--- src/rtl/bram_fifo_ctrl.sv ---
// bram_fifo_ctrl: first-word-fall-through FIFO controller that drives a dual-port
// BRAM. The BRAM has a 1-cycle registered read. A one-entry holding stage keeps
// the head word stable while the consumer stalls.
module bram_fifo_ctrl #(
  parameter int DATA_WIDTH = 32,
  parameter int ADDR_WIDTH = 8
) (
  input  logic                  clock,
  input  logic                  reset,
  input  logic                  push_valid,
  output logic                  push_ready,
  input  logic [DATA_WIDTH-1:0] push_data,
  output logic                  pop_valid,
  input  logic                  pop_ready,
  output logic [DATA_WIDTH-1:0] pop_data,
  output logic [ADDR_WIDTH:0]   count,
  output logic                  bram_readEnable,
  output logic [ADDR_WIDTH-1:0] bram_readAddress,
  input  logic [DATA_WIDTH-1:0] bram_readData,
  output logic                  bram_writeEnable,
  output logic [ADDR_WIDTH-1:0] bram_writeAddress,
  output logic [DATA_WIDTH-1:0] bram_writeData
);

  logic [ADDR_WIDTH:0]   wr_ptr, rd_ptr, mem_count;
  logic                  rd_inflight, hold_valid;
  logic [DATA_WIDTH-1:0] hold_data;
  logic                  full, empty, push, issue;

  // The wrap bit tells full from empty when the low address bits match
  assign empty     = (wr_ptr == rd_ptr);
  assign full      = (wr_ptr[ADDR_WIDTH] != rd_ptr[ADDR_WIDTH]) &&
                     (wr_ptr[ADDR_WIDTH-1:0] == rd_ptr[ADDR_WIDTH-1:0]);
  assign mem_count = wr_ptr - rd_ptr;

  // Reset is folded in so that no write is accepted while reset is held
  assign push_ready = reset & ~full;
  assign push       = push_valid & push_ready;

  assign pop_valid  = rd_inflight | hold_valid;
  assign pop_data   = hold_valid ? hold_data : bram_readData;
  // Issue a read only when the output slot is empty or is emptying this cycle
  assign issue      = ~empty & (~pop_valid | pop_ready);
  assign count      = mem_count + {{ADDR_WIDTH{1'b0}}, pop_valid};

  assign bram_writeEnable  = push;
  assign bram_writeAddress = wr_ptr[ADDR_WIDTH-1:0];
  assign bram_writeData    = push_data;
  assign bram_readEnable   = issue;
  assign bram_readAddress  = rd_ptr[ADDR_WIDTH-1:0];

  // Pointer advance and read-in-flight tracking
  always_ff @(posedge clock or negedge reset) begin
    if (!reset) begin
      wr_ptr      <= '0;
      rd_ptr      <= '0;
      rd_inflight <= 1'b0;
    end else begin
      if (push)  wr_ptr <= wr_ptr + 1'b1;
      if (issue) rd_ptr <= rd_ptr + 1'b1;
      rd_inflight <= issue;
    end
  end

  // Capture returning BRAM data when the consumer stalls, release it on pop.
  // A read is never issued while the hold entry stalls, so the two cannot collide.
  always_ff @(posedge clock or negedge reset) begin
    if (!reset) begin
      hold_valid <= 1'b0;
      hold_data  <= '0;
    end else if (rd_inflight && !pop_ready) begin
      hold_valid <= 1'b1;
      hold_data  <= bram_readData;
    end else if (hold_valid && pop_ready) begin
      hold_valid <= 1'b0;
    end
  end

endmodule

--- config.mk ---
export PLATFORM = sky130hd
export DESIGN_NAME = bram_fifo_ctrl
export DESIGN_NICKNAME = d
export VERILOG_FILES = /design/src/rtl/bram_fifo_ctrl.sv
export SDC_FILE = /design/constraint.sdc
export NUM_CORES = 1
export LEC_CHECK = 0
export ABC_AREA = 1
export BUFFER_PORTS_ARGS = -buffer_cell sky130_fd_sc_hd__buf_2
export CELL_PAD_IN_SITES_DETAIL_PLACEMENT = 0
export CELL_PAD_IN_SITES_GLOBAL_PLACEMENT = 1
export CORE_ASPECT_RATIO = 1.5
export CORE_MARGIN = 10
export CORE_UTILIZATION = 30
export CTS_BUF_LIST = sky130_fd_sc_hd__clkbuf_16
export DETAILED_ROUTE_END_ITERATION = 8
export PLACE_DENSITY = 0.83
export SLEW_MARGIN = 20
export SYNTH_ARGS = -nofsm -noshare
export SYNTH_HDL_FRONTEND = slang
export SYNTH_SLANG_ARGS = --single-unit
--- constraint.sdc ---
create_clock -name clock -period 2.2 [get_ports clock]
set_input_delay 0.22 -clock clock [delete_from_list [all_inputs] [get_ports clock]]
set_output_delay 0.22 -clock clock [all_outputs]
set_load 0.03 [all_outputs]
======== After elaboration in Yosys (flattened, before gate mapping) ========
Index checks and enable logic that the tools add are counted.
operators by class
  add/subtract/negate cells ............... 4
  reduce and logical (&&, ||, !) cells .... 5
  eq/ne operators ......................... 3
  mux-type cells .......................... 3
  bitwise gates (word level) .............. 8
operators with widths
  cell                                                            count
  32-bit two-way mux                                              1
  9-bit by 1-bit adder with 9-bit output (second input constant)  2
  9-bit by 1-bit adder with 9-bit output                          1
  9-bit equality test                                             1
  9-bit subtractor                                                1
  8-bit equality test                                             1
  1-bit bitwise AND                                               3
  1-bit logical AND                                               3
  1-bit NOT                                                       3
  1-bit two-way mux                                               2
  1-bit OR                                                        2
  2-bit nonzero test                                              1
  1-bit logical NOT                                               1
  1-bit != test                                                   1
storage, ports and cells
  flip-flop bits (word level) ............. 52
  word-level logic and storage cells ...... 28
  bits of input ports ..................... 68

======== Logic depth before layout (Yosys ltp) ========
  depth after elaboration ................. 5
  mapped depth ............................ 11

======== Worst setup path before layout ========
No wires, ideal clock.
  path kind ............................... reg2out
  start point ............................. reg wr_ptr[0]
  end point ............................... out count[6]
  path buffers ............................ 0
  cell stages (with the launch flop) ...... 11
  arrival time ............................ 2.143 ns
  path slack .............................. -0.163 ns
  required time ........................... 1.980 ns
  cells stage by stage .................... dfrtp_1 > inv_1 > ha_1 > inv_1 > ha_1 > fa_1 > nand2_1 > nand2_1 > nand3_1 > nand2_1 > xor2_1
between the ends
  cells in the longest elaborated chain, start to end .. 2
RTL lines
  what                                    RTL line  source
  start, declared                         25        logic [ADDR_WIDTH:0] wr_ptr, rd_ptr, mem_count;
  start signal, assigned                  59        if (push) wr_ptr <= wr_ptr + 1'b1;
  9-bit subtractor                        34        assign mem_count = wr_ptr - rd_ptr;
  9-bit by 1-bit adder with 9-bit output  44        assign count = mem_count + {{ADDR_WIDTH{1'b0}}, pop_valid};
  end, declared                           16        output logic [ADDR_WIDTH:0] count,
No other way between the ends.

======== Final worst setup path ========
Same ends and word-level chain as after synthesis.

==> impl_metrics.json <==
{
  "synthFlopType": "dfrtp_1",
  "detail-route-antenna-nets": 0,
  "ys_ff_latch": 52,
  "crit_fanout": 3,
  "postSynthAreaPerCell_um2": 7.176,
  "cts-htree-levels": 2,
  "syn_inst": 495,
  "synth_cell_type_count": 23,
  "setup_tns_ps": -423.1,
  "power.density_nw_per_um2": 1752,
  "synth-simple-area-share": 0.2427,
  "synth_compound_area_frac": 0.09968,
  "drive_gt1_frac": 0.3187,
  "grt_pass1_wl_mm": 15.52,
  "finalWeightedCongestion": 0.8399,
  "violations": "negative setup slack",
  "cpPeakStageDelay_ps": 370,
  "clk_latency_ps": 290,
  "rsz0062_at_grt": "yes",
  "dr.first_iter.drc_count": 92,
  "port_buffers": 96,
  "synth_fp_nets": 582,
  "synth_edf_count": 0,
  "ys_seq_area_frac": 0.3663,
  "cap_violations": 0,
  "path_cells": "inv_2 -> ha_4 -> inv_2 -> ha_4 -> fa_2 -> nand2_2 -> nand2_4 -> nand3_2 -> nand2_4 -> xor2_4 -> buf_6",
  "hold_viol_final": 0,
  "placed_cell_area_um2": 3985,
  "grt_max_degree": 65,
  "rows": 48,
  "critPathCaptureType": "primary output",
  "async_flop_share": 1.000,
  "grt_overflow": 0,
  "status": "finished with violations",
  "p_leak_nw": 2.414,
  "slew_viol_final": 0,
  "synth_top_family_by_area": "simple AND/OR/NAND/NOR gates",
  "fin_nets": 654,
  "dpl.hpwl_mm": 7.303,
  "crit_arrival_ps": 2120,
  "yosys.area.top_type": "dfrtp_1",
  "crit_type": "flip-flop to primary output",
  "final_cell_mix": "154 x nand2_1, 90 x buf_2, 64 x o21ai_0, 61 x inv_1, 51 x dfrtp_1",
  "crit_path_start_kind": "flip-flop",
  "clockRootBuffer": "clkbuf_16",
  "viasPerCell": 4.437,
  "setup_violations": 4,
  "crit_required_ps": 1980,
  "grt_pass1_vias": 3167,
  "cts_buffer_depth": 2,
  "synth-adder-area-share": 0.06904,
  "core-area_um2": 11530,
  "drtPass1Iterations": 4,
  "final_common_cell": "nand2_1",
  "n_antenna_cell": 0,
  "ioPinCount": 161,
  "drc": 0,
  "grt_antenna_before_repair": 0,
  "maxSlewHeadroom": 0.6591,
  "fillers": 1247,
  "slowest_stage": "dfrtp_1",
  "finalInstanceArea_um2": 4516,
  "die_h_um": 153.3,
  "start_util": 0.3081,
  "cts_buffers": 5,
  "fp.dieW_um": 108.8,
  "drt_wl_total_mm": 9.594,
  "dr_total_vias": 3186,
  "cts_sinks": 52,
  "synthXorXnorAreaFrac": 0.02466,
  "post-route-period-util": 1.063,
  "syn-cell-area_um2": 3552,
  "min_path_type": "input pin to flip-flop",
  "area_growth_pct": 27.12,
  "ys_warn_count": 0,
  "tritoncts": "built",
  "yosysTopAreaCellShare": 0.3663,
  "tightestPinTransition_ps": 511.4,
  "yosys-top-cells-area": "dfrtp_1 37%, nand2_1 17%, buf_4 10%",
  "synthMuxAreaShare": 0,
  "wire_per_inst_um": 13.36,
  "timing.final.ws_setup_ps": -139.4,
  "skew_ps": 6.428,
  "fmax_mhz": 427.5,
  "dieArea_um2": 16680,
  "finalCriticalPeriod_ps": 2339,
  "grt_usage": 0.1123,
  "clk_pin_slew_ps": 70,
  "ir_worst_vdd_mv": 2.722
}
==> power by group <==
group	switching [W]	internal, W	leakage (nW)	total, W
combinational	0.00334	0.00212	1.68	0.00546
clock	0.000345	0.000535	0.0814	0.000880
sequential	0.000230	0.00134	0.656	0.00157
total	0.00392	0.00399	2.41	0.00791
==> area by class of cell <==
type | instances | area (µm²) | share of cell area
clock buffer | 5 | 125.1 | 0.02771
inverter | 69 | 259.0 | 0.05736
sequential | 52 | 1303 | 0.2884
clock inverter | 3 | 42.54 | 0.009421
multi-input combinational | 309 | 1818 | 0.4026
tap | 150 | 187.7 | 0.04156
timing repair buffer | 130 | 780.7 | 0.1729
==> state kept, by name (all words and copies together), names as in the netlist <==
signal       cells
wr_ptr           9
rd_inflight      1
hold_valid       1
hold_data       32
rd_ptr           9
==> cells in the mapped netlist, types with 8 or more instances <==
| cell type | count |
|---|---|
| nand2_1 | 160 |
| inv_1 | 68 |
| o21ai_0 | 64 |
| dfrtp_1 | 52 |
| buf_4 | 49 |
| nand3_1 | 21 |
| ha_1 | 18 |
| nor2_1 | 15 |
| clkbuf_1 | 14 |
| nand4_1 | 10 |
| xor2_1 | 8 |
==> worst paths after layout <==
kind | cells past startpoint | start | slack (ps) | endpoint
max reg2reg | 8 | wr_ptr[2]$_DFFE_PN0P_ | 430 | wr_ptr[7]$_DFFE_PN0P_
min in group asynchronous | 2 | reset | 400 | rd_ptr[0]$_DFFE_PN0P_
min reg2reg | 2 | hold_data[15]$_DFFE_PN0P_ | 480 | hold_data[15]$_DFFE_PN0P_
max | 11 | wr_ptr[0]$_DFFE_PN0P_ | -140 | count[6]
max in group asynchronous | 4 | reset | 700 | hold_data[29]$_DFFE_PN0P_
min | 3 | bram_readData[2] | 200 | hold_data[2]$_DFFE_PN0P_
==> logic make-up after synthesis <==
group                    count (synthesis)
adder cells (fa/ha/maj)                 19
AO/OA/AOI/OAI                           69
XOR/XNOR                                10
buffers and inverters                  134
AND/OR/NAND/NOR                        211
flip-flops                              52
==> worst max-delay path, delay by kind of cell, from the launching register on <==
kind	cells	cell delay [ps]
adder cells (fa/ha/maj)	3	790
flip-flops	1	370
AND/OR/NAND/NOR	4	290
buffers and inverters	3	230
XOR/XNOR	1	150
==> routing by layer <==
layer | up-vias | share of wire | GRT usage
met5 | - | 0 | 0
met4 | 0 | 0.029 | 0.04222
met3 | 23 | 0.091 | 0.03788
met2 | 91 | 0.48 | 0.1906
met1 | 1442 | 0.40 | 0.1251
li1 | 1630 | - | -
==> through the flow <==
stage	setup slack (ps)	utilization	std cells	total power, W	hold slack, ps
6_report	-139.4	0.3916	718	0.007911	196.1
5_1_grt	-216.3	0.3916	718	0.008561	207.8
4_1_cts	-127.5	0.3809	715	0.007600	188.3
3_5_place_dp	-60.29	0.3456	699	0.006057	144.3
3_3_place_gp	-9.333	0.3456	699	0.005991	139.9
2_1_floorplan	9.668	-	495	0.004973	-75.59
==> repair_timing <==
| action | in CTS | in global routing |
|---|---|---|
| setup buffers | 7 | 3 |
| endpoints found under the setup margin | 8 | 9 |
| hold buffers | 1 | 0 |
| endpoints found under the hold margin | 6 | 0 |
| gates resized for setup | 31 | 20 |
| pin swaps | 7 | 2 |
Note: power is estimated with default switching activity, not from simulation.
